**src/rtl/el_tx_sync.sv**
```systemverilog
// el_tx_sync: turns words into return-to-spacer one-hot tokens paced by a synchronized ack.
module el_tx_sync #(
    parameter int RAIL_NUM = 2,
    parameter int WORD_SYMS = 4,
    parameter int TIMEOUT = 255,
    localparam int SYM_BITS = $clog2(RAIL_NUM),
    localparam int DATA_W = WORD_SYMS * SYM_BITS
) (
    input  logic                clk,
    input  logic                rst,
    input  logic                s_valid,
    output logic                s_ready,
    input  logic [DATA_W-1:0]   s_data,
    input  logic                ack_i,
    output logic [RAIL_NUM-1:0] out,
    output logic                busy,
    output logic                err
);
    localparam int CW = (WORD_SYMS > 1) ? $clog2(WORD_SYMS) : 1;
    localparam logic [CW-1:0] LAST = CW'(WORD_SYMS - 1);
    localparam logic [15:0] TO_M1 = 16'(TIMEOUT - 1);

    typedef enum logic [1:0] {IDLE, DATA, SPACER, ERR} state_t;

    state_t              state;
    logic                ack_m, ack_s;
    logic [DATA_W-1:0]   sh;
    logic [DATA_W-1:0]   sh_nx;
    logic [CW-1:0]       cnt;
    logic [15:0]         tcnt;

    function automatic logic [RAIL_NUM-1:0] onehot(input logic [SYM_BITS-1:0] v);
        return {{(RAIL_NUM-1){1'b0}}, 1'b1} << v;
    endfunction

    assign sh_nx   = sh >> SYM_BITS;
    assign s_ready = state == IDLE;
    assign busy    = state != IDLE;
    assign err     = state == ERR;

    always_ff @(posedge clk or posedge rst) begin
        if (rst) begin
            state <= IDLE;
            out   <= '0;
            ack_m <= 1'b0;
            ack_s <= 1'b0;
            sh    <= '0;
            cnt   <= '0;
            tcnt  <= '0;
        end else begin
            ack_m <= ack_i;
            ack_s <= ack_m;
            case (state)
                IDLE: if (s_valid) begin
                    sh    <= s_data;
                    cnt   <= '0;
                    tcnt  <= '0;
                    out   <= onehot(s_data[SYM_BITS-1:0]);
                    state <= DATA;
                end
                DATA: if (ack_s) begin
                    out   <= '0;
                    tcnt  <= '0;
                    state <= SPACER;
                end else if (tcnt == TO_M1) begin
                    out   <= '0;
                    state <= ERR;
                end else begin
                    tcnt <= tcnt + 16'd1;
                end
                SPACER: if (!ack_s) begin
                    tcnt <= '0;
                    if (cnt == LAST) begin
                        state <= IDLE;
                    end else begin
                        sh    <= sh_nx;
                        cnt   <= cnt + 1'b1;
                        out   <= onehot(sh_nx[SYM_BITS-1:0]);
                        state <= DATA;
                    end
                end else if (tcnt == TO_M1) begin
                    state <= ERR;
                end else begin
                    tcnt <= tcnt + 16'd1;
                end
                default: out <= '0;
            endcase
        end
    end
endmodule

```
**config.mk**
```make
export PLATFORM = sky130hd
export DESIGN_NAME = el_tx_sync
export DESIGN_NICKNAME = d
export VERILOG_FILES = /design/src/rtl/el_tx_sync.sv
export SDC_FILE = /design/constraint.sdc
export NUM_CORES = 1
export LEC_CHECK = 0
export ABC_CLOCK_PERIOD_IN_PS = 2510
export CORE_ASPECT_RATIO = 1.25
export CORE_MARGIN = 3
export CORE_UTILIZATION = 45
export CTS_CLUSTER_DIAMETER = 60
export DETAILED_ROUTE_END_ITERATION = 12
export PLACE_DENSITY = 0.61
export SLEW_MARGIN = 20
export SYNTH_ARGS = -nofsm -noshare
export SYNTH_HDL_FRONTEND = slang
export SYNTH_SLANG_ARGS = --single-unit
```
**constraint.sdc**
```tcl
create_clock -name clk -period 2.51 [get_ports clk]
set_input_delay 0.251 -clock clk [delete_from_list [all_inputs] [get_ports clk]]
set_output_delay 0.251 -clock clk [all_outputs]
set_load 0.03 [all_outputs]
```
# ---- After elaboration in Yosys (flattened, before gate mapping)
# Index checks and enable logic that the tools add are counted.
dict set report totals {
  register_bits 28
  input_bits 8
  elab_cells 52
}
dict set report op_classes {
  n_addsub 2
  n_eq_ne 9
  shifts 2
  mux 25
  reduce_logical 7
}
# cell count
set ops {}
lappend ops {{2-to-1 mux 16 bit} 4}
lappend ops {{one-hot mux 16 bit (3 select lines)} 1}
lappend ops {{2-to-1 mux 2 bit} 12}
lappend ops {{adder 16 x 1 -> 16 bit, second input constant} 1}
lappend ops {{equality test 16 x 8 -> 1 bit, second input constant} 1}
lappend ops {{2-to-1 mux 4 bit} 3}
lappend ops {{one-hot mux 2 bit (3 select lines)} 2}
lappend ops {{one-hot mux 4 bit (2 select lines)} 1}
lappend ops {{AND reduction 4 bit} 2}
lappend ops {{equality test 2 bit, second input constant} 3}
lappend ops {{inequality test 2 bit, second input constant} 3}
lappend ops {{one-hot mux 2 bit (2 select lines)} 1}
lappend ops {{nonzero test 2 bit} 2}
lappend ops {{<< shifter 1 x 1 -> 2 bit, first input constant} 2}
lappend ops {{inequality test 3 bit, second input constant} 1}
lappend ops {{nonzero test 3 bit} 1}
lappend ops {{adder 2 x 1 -> 2 bit, second input constant} 1}
lappend ops {{equality test 2 x 1 -> 1 bit, second input constant} 1}
lappend ops {{logical NOT 2 bit} 1}
lappend ops {{AND reduction 2 bit} 1}
lappend ops {{2-to-1 mux 1 bit} 1}

# ---- Depth between registers and ports, before layout
# Gate-level depths: netlist of the first run.
dict set report logic_depth {
  word_depth 4
  ltp_mapped 7
  ltp_nobuf 6
}

# ---- Worst setup path before layout of the first run
# OpenSTA, ideal clock, no wires.
dict set report synth_timing {
  path_kind {reg-to-reg}
  from {register state[0]}
  to {register tcnt[8]}
  setup_ps 75
  arrival_time_ps 2078
  required_ps 2435
  path_slack_ps 357
  stages_incl_launch_ff 7
  path_buffers 0
  cell_sequence {dfrtp_1 > inv_1 > ha_1 > nor2b_1 > or3_1 > or4_1 > a21oi_2}
}
dict set report synth_via {
  elab_chain_cells 3
  word_cells_on_any_way 7
}
# element line
set synth_rtl {}
lappend synth_rtl {{start, declared} 25} ;# state_t state;
lappend synth_rtl {{start signal, assigned} 43} ;# state <= IDLE;
lappend synth_rtl {{start signal, assigned} 59} ;# state <= DATA;
lappend synth_rtl {{start signal, assigned} 64} ;# state <= SPACER;
lappend synth_rtl {{logical NOT 2 bit *} --}
lappend synth_rtl {{via s_ready} 12} ;# output logic s_ready,
lappend synth_rtl {{inequality test 2 bit (no source line) or nonzero test 3 bit (tied branches)} --}
lappend synth_rtl {{AND reduction 2 bit (no source line)} --}
lappend synth_rtl {{end signal, assigned} 69} ;# tcnt <= tcnt + 16'd1;
lappend synth_rtl {{end signal, assigned} 84} ;# tcnt <= tcnt + 16'd1;
lappend synth_rtl {{end, declared} 30} ;# logic [15:0] tcnt;
# Mark *: on every way through the listed nets, which the timed path passes. The rest lies on a longest branch.
# A chain may end at the register's enable or synchronous reset.

# ---- Worst setup path in the final report of the first run
dict set report layout_timing {
  from {register state[0]}
  to {register tcnt[2]}
}
dict set report layout_via {
  elab_chain_cells 3
  word_cells_on_any_way 7
}
# element line
set layout_rtl {}
lappend layout_rtl {{equality test 2 bit (tied with other cells)} 53} ;# case (state)
lappend layout_rtl {{nonzero test 3 bit (no source line) or inequality test 2 bit (tied branches)} --}
lappend layout_rtl {{AND reduction 2 bit (no source line)} --}
# Several ways; a longest one is shown, not always the timed one.

==> impl_metrics.csv, run 1 <==
group,metric,value,unit
sta,tightest_slew,0.720,ns
routing,detail-route-antenna-nets,0,
sta,worst_slack,0.220,ns
routing,drt-vias-per-instance,6.26,
yosys,yosys.area.top_type,"dfrtp_1",
sta,final_max_slew_viol_count,0,
grt,grt_usage,0.180,
sta,finalSetupViolCount,0,
routing,wirelength,3460,um
sta,hold_slack,0.330,ns
sta,rsz0062_at_grt,"false",
floorplanning,fp.dieH,73.3,um
finish,multi_input_area,896,um2
routing,dr_total_vias,1352,
yosys,syn_avg_cell_area,10.0,um2
sta,max_freq,0.437,GHz
finish,nets,196,
yosys,ys_types,48,
worst_setup_path,path_class,"flip-flop to flip-flop",
power,leakage,0.763,nW
sta,skew,0.0109,ns
floorplanning,io_pins,13,
grt,grt_first_pass_wirelength,6170,um
power,pwr_density_cell,385,mW/mm2
yosys,ys_warn_count,0,
cts,insertion_delay,0.27,ns
sta,hold_violations,0,
yosys,synthTopCellsByArea,"dfrtp_1, ha_1, o31ai_1",
finish,diodes,0,
yosys,synth_nets,179,
sta,fin_crit,2.29,ns
cts,cts_setup_buffers,0,
cts,postCtsHoldBufs,0,
yosys,ys_ff_latch,27,
job,max_cap_viol_count,0,
place,portBuffers,12,
routing,first_pass_iters,4,
worst_setup_path,crit_arrival,2.50,ns
yosys,synth_edf_count,0,
place,dpl_worst_slack,0.272,ns
cts,path_clk_slew,0.10,ns
yosys,synthMostInstantiatedCell,"dfrtp_1",
worst_setup_path,endpoint_kind,"flip-flop",
grt,antenna_found_initial,0,
yosys,asyncSetResetFlopFracSynth,1.00,
status,status,"complete, no violations",
cts,numCtsBuffers,3,
floorplanning,die_w,59.9,um
grt,grt_start_max_net_pins,28,
floorplanning,dieArea,0.00439,mm2
cts,clock-sinks,27,
worst_setup_path,crit_path_start_kind,"flip-flop",
sta,post-route-period-util,0.913,
yosys,ys.flop_type,"dfrtp_1",
finish,n_fill_cell,308,
yosys,syn_inst,163,
cts,cts_resized,0,
sta,slew_headroom,0.519,
cts,cts_tree,"done",
worst_setup_path,worstPathMaxFanout,15,
sta,setup_tns,0,ns
grt,gr-total-overflow,0,
floorplanning,start_util,0.489,
finish,seqCellArea,676,um2
grt,grt_pass1_vias,1431,
yosys,netlist_area,0.00163,mm2
place,gp_congestion,0.820,
yosys,synth_top_area_frac,0.414,
place,hpwl,2560,um
yosys,ys_top_cells_by_count,"dfrtp_1, inv_1, nand2_1",
finish,final_layout_size_suffix_gt1_frac,0.123,
floorplanning,std_cell_rows,23,
routing,drc,0,
finish,synthToLayoutAreaGrowth,13.5,%
cts,cts_buffer_depth,2,
routing,routedWlPerCell,16.0,um
cts,htreeDepth,1,
power,ir_drop,290,uV
worst_setup_path,critPathRequiredTime,2.72,ns
routing,drt_iter0_markers,54,
floorplanning,core,0.00334,mm2
cts,clockRootBuffer,"clkbuf_8",
yosys,seq_area_frac_synth,0.414,
min_path,hp-class,"primary input to asynchronous set/reset pin",
## registers in the layout (all words and copies together) (netlist names)
name and count:
ack_m 1, ack_s 1, cnt 2, out 2, sh 3, state 2
tcnt 16
## layer usage
layer | routed length (um) | track usage | vias to the layer above
met2 | 1870 | 0.327 | 22
li1 | - | - | 659
met4 | 43 | 0.0764 | 0
met3 | 79 | 0.0228 | 6
met1 | 1470 | 0.206 | 665
met5 | 0 | 0 | -
## report_power, final
group,leakage (nW),total (mW),switching (mW),internal (mW)
clock network,0.0255,0.247,0.136,0.111
registers,0.357,0.438,0.00136,0.436
logic,0.381,0.0279,0.0136,0.0143
total,0.763,0.713,0.151,0.562
## placed cells by master, fill, tap and decap left out, types with 2 or more instances in the layout
| master | instances |
|---|---|
| dfrtp_1 | 27 |
| clkdlybuf4s50_1 | 12 |
| inv_1 | 10 |
| nand2_1 | 9 |
| a21oi_1 | 8 |
| ha_1 | 8 |
| nor2_1 | 7 |
| nand4_1 | 7 |
| or4_1 | 7 |
| o31ai_1 | 7 |
| nand3_1 | 6 |
| o21ai_1 | 6 |
| or3_1 | 4 |
| nor3_1 | 4 |
| buf_4 | 4 |
| mux2_2 | 3 |
| nand2b_1 | 3 |
| a21oi_2 | 3 |
| or2_1 | 3 |
| mux2_1 | 3 |
| clkbuf_8 | 3 |
| o211ai_1 | 2 |
| nor4_1 | 2 |
| o21bai_1 | 2 |
| o41ai_1 | 2 |
| o21ai_0 | 2 |
| a32o_1 | 2 |
## final timing paths
path                                      start              endpoint  slack, ns  depth (start not counted)
setup / recovery           state[0]$_DFFE_PP0P_   tcnt[2]$_DFFE_PP0P_       0.22                          6
hold / removal                              rst   tcnt[7]$_DFFE_PP0P_       0.33                          3
setup reg to reg           state[0]$_DFFE_PP0P_   tcnt[2]$_DFFE_PP0P_       0.22                          6
hold reg to reg                 ack_m$_DFF_PP0_       ack_s$_DFF_PP0_       0.36                          0
max in group asynchronous                   rst  tcnt[14]$_DFFE_PP0P_       1.91                          3
min in group clk                ack_m$_DFF_PP0_       ack_s$_DFF_PP0_       0.36                          0
## kinds of logic (layout without fill, tap and decap cells)
| group | count (synthesis) | after routing | share of synthesized area |
|---|---|---|---|
| AO/OA/AOI/OAI | 46 | 46 | 0.214 |
| adder cells (fa/ha/maj) | 8 | 8 | 0.0614 |
| buffers and inverters | 14 | 30 | 0.0368 |
| flip-flops | 27 | 27 | 0.414 |
| multiplexers | 7 | 7 | 0.0475 |
| AND/OR/NAND/NOR | 61 | 61 | 0.226 |
## worst max-delay path: stages (launching register included)
cell,delay [ns]
dfrtp_1,0.44
inv_1,0.14
ha_1,0.31
nor2b_1,0.51
a211oi_4,0.21
or4_1,0.55
nand2_1,0.08
## stage by stage
step,utilization,area (um2),std cells,total power [mW]
global route,0.555,1850,216,0.746
floorplan,-,1630,163,0.459
finish,0.555,1850,216,0.713
CTS,0.555,1850,216,0.722
detailed placement,0.541,1810,212,0.475
global placement,0.541,1810,212,0.474
## layout make-up
class / instances / area share
clock buffer: 3 / 0.0223
clock inverter: 1 / 0.00270
inverter: 10 / 0.0203
multi-input combinational: 122 / 0.484
sequential: 27 / 0.365
tap: 37 / 0.0250
timing repair buffer: 16 / 0.0811
Power figures use the tool's default switching activity.
==> run 2: changes to the inputs <==
Settings changed: ABC_CLOCK_PERIOD_IN_PS 2510 to 2000, DONT_BUFFER_PORTS from default to 1, PLACE_DENSITY 0.61 to 0.59.
Clock period 2.51 ns to 2 ns, I/O delays scaled along.
==> run 2 against run 1 <==
  * Final area rose by 8.1%
  * Clock-buffer cell count unchanged
  * Clock skew fell by 0.0044 ns
  * Utilization increased by 4.5 points
  * Via count is 1.7% higher
  * First-iteration DRC count increased by 65%
  * Sequential share of layout area is 2.7 points lower
  * Critical path depth rose by 2
  * Critical path type unchanged
  * Largest power group unchanged
==> impl_metrics.csv, run 2 (synthesized netlist as in run 1, its figures left out) <==
group,metric,value,unit
status,status,"complete, no violations",
routing,detail-route-antenna-nets,0,
finish,synthToLayoutAreaGrowth,22.7,%
routing,drt_iter0_markers,89,
grt,grt_start_max_net_pins,28,
routing,wirelength,3800,um
floorplanning,fp.dieH,73.3,um
grt,grt_first_pass_wirelength,6520,um
sta,hold_violations,0,
place,hpwl,2830,um
sta,rsz0062_at_grt,"true",
cts,path_clk_slew,0.10,ns
sta,finalSetupViolCount,0,
job,max_cap_viol_count,0,
sta,max_freq,0.510,GHz
finish,largest_register_ffs,16,
finish,post-route-cell-area,0.00200,mm2
finish,nets,209,
routing,drc,0,
place,place_area,0.00185,mm2
cts,numCtsBuffers,3,
routing,drt-vias-per-instance,6.00,
cts,cts_buffer_depth,2,
grt,grt_usage,0.191,
finish,diodes,0,
place,portBuffers,0,
sta,skew,0.00646,ns
cts,clock-sinks,27,
floorplanning,die_w,59.9,um
cts,insertion_delay,0.28,ns
sta,worst_slack,0.0411,ns
place,gp_congestion,0.806,
routing,dr_total_vias,1375,
worst_setup_path,path_class,"flip-flop to flip-flop",
finish,final_cell_mix,"dfrtp_1, buf_4, inv_1, nand2_1",
finish,layout_commonest_cell,"dfrtp_1",
worst_setup_path,r2r_slack,0.04,ns
sta,slew_headroom,0.763,
finish,largest_registers,"tcnt (16), sh (3)",
power,pwr_density_cell,448,mW/mm2
finish,top_register,"tcnt",
routing,routedWlPerCell,16.6,um
place,dpl_worst_slack,0.0411,ns
sta,setup_tns,0,ns
cts,htreeDepth,1,
sta,post-route-period-util,0.979,
grt,grt_pass1_vias,1459,
floorplanning,start_util,0.489,
sta,fin_crit,1.96,ns
floorplanning,core,0.00334,mm2
worst_setup_path,crit_arrival,2.14,ns
grt,antenna_found_initial,0,
worst_setup_path,endpoint_kind,"flip-flop",
cts,cts_tree,"done",
floorplanning,io_pins,13,
floorplanning,dieArea,0.00439,mm2
routing,first_pass_iters,4,
worst_setup_path,critPathRequiredTime,2.18,ns
power,leakage,0.855,nW
sta,final_max_slew_viol_count,0,
floorplanning,std_cell_rows,23,
sta,tightest_slew,0.356,ns
finish,final_layout_size_suffix_gt1_frac,0.286,
power,ir_drop,505,uV
min_path,hp-class,"primary input to flip-flop",
worst_setup_path,crit_path_start_kind,"flip-flop",
grt,gr-total-overflow,0,
cts,clockRootBuffer,"clkbuf_8",
worst_setup_path,worstPathMaxFanout,8,
==> run 2: cell count changes in the layout (fill, tap and decap cells not counted), sizes merged <==
cell and change:
clkdlybuf4s50 -12, clkbuf +1, dlygate4sd3 +2, buf +22
==> run 2: timing repair <==
action	CTS	global route
setup buffers	0	3
hold buffers	2	0
gates resized for setup	0	9
endpoints found under the setup margin	0	10
hold endpoints to repair	28	0
==> run 2: through the flow <==
| stage | hold slack (ns) | util | power [mW] | std cells |
|---|---|---|---|---|
| floorplan | 0.231 | - | 0.575 | 163 |
| global placement | 0.175 | 0.555 | 0.582 | 219 |
| detailed placement | 0.181 | 0.555 | 0.583 | 219 |
| CTS | 0.0876 | 0.575 | 0.902 | 225 |
| global route | 0.104 | 0.600 | 0.924 | 229 |
| finish | 0.0818 | 0.600 | 0.896 | 229 |
==> run 2: worst paths after layout <==
| check | cells after the start | from | end |
|---|---|---|---|
| setup / recovery | 8 | tcnt[0]$_DFFE_PP0P_ | out[1]$_DFFE_PP0P_ |
| hold / removal | 2 | s_data[3] | sh[3]$_DFFE_PP0P_ |
| setup reg to reg | 8 | tcnt[0]$_DFFE_PP0P_ | out[1]$_DFFE_PP0P_ |
| hold reg to reg | 0 | ack_m$_DFF_PP0_ | ack_s$_DFF_PP0_ |
| max in group asynchronous | 3 | rst | tcnt[3]$_DFFE_PP0P_ |
| min in group asynchronous | 3 | rst | tcnt[6]$_DFFE_PP0P_ |
==> run 2: worst max-delay path: stages (launching register included) <==
cell,delay (ns)
dfrtp_1,0.39
inv_2,0.05
ha_2,0.15
or4b_4,0.47
nor4_4,0.21
buf_4,0.17
buf_12,0.13
o21ai_2,0.06
a32o_2,0.22
==> run 2: cell type report <==
cell class                      count  area, um2
Tap cell                           37       46.3
Clock buffer                        3       41.3
Timing Repair Buffer               29        265
Multi-Input combinational cell    122        931
Inverter                           10       37.5
Fill cell                         287       1340
Sequential cell                    27        676
Clock inverter                      1       5.00
==> run 2: routing by layer <==
| layer | wire [um] | vias up | GRT usage |
|---|---|---|---|
| li1 | - | 683 | - |
| met1 | 1600 | 672 | 0.219 |
| met4 | 50 | 0 | 0.0616 |
| met3 | 89 | 4 | 0.0334 |
| met2 | 2060 | 16 | 0.350 |
| met5 | 0 | - | 0 |
==> run 2: report_power, final <==
| group | switching, mW | internal, mW |
|---|---|---|
| Combinational | 0.0159 | 0.0101 |
| Clock | 0.181 | 0.140 |
| Sequential | 0.00166 | 0.547 |
==> run 3: changes to the inputs <==
Settings changed: ABC_AREA from default to 1, ABC_CLOCK_PERIOD_IN_PS 2000 to 2500, PLACE_DENSITY 0.59 to 0.57.
Clock period 2 ns to 2.5 ns, I/O delays scaled along.
==> run 3 against run 2 <==
  * Clock power decreased by 23%
  * Critical path depth is 2 higher
  * Total power is 65% higher
  * Synthesized area increased by 8.4%
  * Die area rose by 7.7%
  * Flip-flop and latch count unchanged
  * Critical path type unchanged
  * Critical endpoint is now tcnt[13]$_DFFE_PP0P_
  * Largest power group is now combinational cells
  * Highest routed layer unchanged
==> impl_metrics.csv, run 3 <==
group,metric,value,unit
yosys,syn_avg_cell_area,7.22,um2
yosys,ys_warn_count,0,
sta,finalSetupViolCount,0,
finish,top_register,"tcnt",
sta,max_freq,0.498,GHz
finish,final_cells,301,
floorplanning,fp.dieH,76.1,um
cts,htreeDepth,1,
routing,detail-route-antenna-nets,0,
grt,antenna_found_initial,0,
sta,fin_crit,2.01,ns
status,status,"complete, no violations",
routing,first_pass_iters,4,
routing,routedWlPerCell,12.4,um
worst_setup_path,endpoint_kind,"flip-flop",
finish,final_layout_size_suffix_gt1_frac,0.100,
finish,multi_input_area,873,um2
cts,numCtsBuffers,3,
place,gp_congestion,0.869,
sta,rsz0062_at_grt,"false",
grt,gr-total-overflow,0,
worst_setup_path,crit_arrival,2.23,ns
power,leakage,0.905,nW
sta,final_max_slew_viol_count,0,
grt,grt_start_max_net_pins,28,
finish,synthToLayoutAreaGrowth,6.15,%
finish,final_cell_mix,"nand2_1, inv_1, nor2_1",
worst_setup_path,critPathRequiredTime,2.72,ns
cts,insertion_delay,0.27,ns
yosys,synthMostInstantiatedCell,"nand2_1",
finish,diodes,0,
worst_setup_path,crit_path_start_kind,"flip-flop",
worst_setup_path,path_class,"flip-flop to flip-flop",
sta,tightest_slew,0.495,ns
cts,path_clk_slew,0.09,ns
yosys,ys_ff_latch,27,
yosys,asyncSetResetFlopFracSynth,1.00,
routing,drc,0,
finish,largest_registers,"tcnt (16), sh (3)",
yosys,synth_top_area_frac,0.382,
yosys,yosys.area.top_type,"dfrtp_1",
floorplanning,die_w,62.1,um
worst_setup_path,worstPathMaxFanout,14,
power,pwr_density_cell,788,mW/mm2
yosys,ys_types,27,
finish,largest_register_ffs,16,
yosys,seq_area_frac_synth,0.382,
grt,grt_usage,0.181,
finish,layout_commonest_cell,"nand2_1",
place,dp_cells,295,
cts,cts_tree,"done",
cts,cts_setup_buffers,0,
sta,setup_tns,0,ns
floorplanning,io_pins,13,
floorplanning,core,0.00363,mm2
yosys,ys.flop_type,"dfrtp_1",
floorplanning,dieArea,0.00472,mm2
routing,wirelength,3750,um
sta,slew_headroom,0.669,
job,max_cap_viol_count,0,
yosys,synthTopCellsByArea,"dfrtp_1, nand2_1, inv_1",
cts,cts_buffer_depth,2,
finish,n_fill_cell,387,
place,portBuffers,0,
routing,drt-vias-per-instance,4.94,
yosys,synth_edf_count,0,
yosys,syn_inst,245,
finish,nets,266,
sta,hold_violations,0,
yosys,ys_top_cells_by_count,"nand2_1, inv_1, nor2_1",
grt,grt_pass1_vias,1521,
yosys,synth_nets,261,
place,hpwl,2730,um
sta,post-route-period-util,0.804,
cts,clock-sinks,27,
sta,skew,0.00287,ns
finish,seqCellArea,676,um2
routing,dr_total_vias,1488,
power,ir_drop,315,uV
routing,drt_iter0_markers,76,
min_path,hp-class,"primary input to flip-flop",
yosys,netlist_area,0.00177,mm2
floorplanning,start_util,0.487,
cts,clockRootBuffer,"clkbuf_8",
floorplanning,std_cell_rows,24,
grt,grt_first_pass_wirelength,6620,um
[run 3: cell types whose count changed after synthesis, moves of 7 or more]
cell,before,now
or4_1,7,0
nand4_1,7,15
nand2_1,9,51
inv_1,10,41
o31ai_1,7,0
nor2_1,7,36
nand3_1,6,16
[run 3: area by class of cell]
| class | count | area share |
|---|---|---|
| clock buffer | 4 | 0.0240 |
| tap | 52 | 0.0346 |
| sequential | 27 | 0.360 |
| inverter | 45 | 0.0899 |
| multi-input combinational | 167 | 0.465 |
| timing repair buffer | 6 | 0.0266 |
[run 3: through the flow]
stage / setup slack (ns) / hold WS [ns] / utilization / instance area, um2 / power [mW]
finish: 0.491 / 0.141 / 0.517 / 1880 / 1.48
global route: 0.259 / 0.140 / 0.517 / 1880 / 1.61
CTS: 0.451 / 0.136 / 0.517 / 1880 / 1.50
detailed placement: 0.480 / 0.235 / 0.499 / 1810 / 1.24
global placement: 0.541 / 0.230 / 0.499 / 1810 / 1.24
floorplan: 0.637 / 0.281 / - / 1770 / 1.11
[run 3: cells by family (layout without fill, tap and decap cells)]
| family | Yosys count | in the layout | synth area share |
|---|---|---|---|
| AOI/OAI and AO/OA | 26 | 26 | 0.0891 |
| buffers and inverters | 51 | 55 | 0.124 |
| adders and majority gates | 8 | 8 | 0.0566 |
| muxes | 1 | 1 | 0.00566 |
| DFF | 27 | 27 | 0.382 |
| and+or+nand+nor | 132 | 132 | 0.342 |
[run 3: worst paths after layout]
path                                 startpoint                    to  slack (ns)  depth (start not counted)
min                                   s_data[3]     sh[3]$_DFFE_PP0P_        0.14                          2
max in group asynchronous                   rst    cnt[1]$_DFFE_PP0P_        1.75                          3
min reg2reg                     ack_m$_DFF_PP0_       ack_s$_DFF_PP0_        0.37                          0
max                        state[0]$_DFFE_PP0P_  tcnt[13]$_DFFE_PP0P_        0.49                         10
min in group asynchronous                   rst   tcnt[8]$_DFFE_PP0P_        0.49                          3
max reg2reg                state[0]$_DFFE_PP0P_  tcnt[13]$_DFFE_PP0P_        0.49                         10
[run 3: worst max-delay path: stages, from the launching register on]
cell and delay (ns):
dfrtp_1 0.42, inv_1 0.13, ha_1 0.40, nand2_4 0.09
o21ai_1 0.13, nand2_1 0.07, nand2_1 0.38, inv_1 0.11
nor2_1 0.12, nand2_1 0.05, inv_1 0.04
[run 3: repair_timing]
| action | CTS | global route |
|---|---|---|
| hold endpoints to repair | 28 | 0 |
| hold buffers | 2 | 0 |
| gates resized for setup | 0 | 0 |
[run 3: power breakdown]
group          switching (mW)  internal, mW
Combinational           0.432         0.219
Clock                   0.132         0.114
Sequential             0.0725         0.509
Total                   0.637         0.842
[run 3: per-layer routing]
metal,wire [um],track usage
met5,0,0
met4,102,0.0743
met3,115,0.0254
met2,1860,0.306
met1,1670,0.217
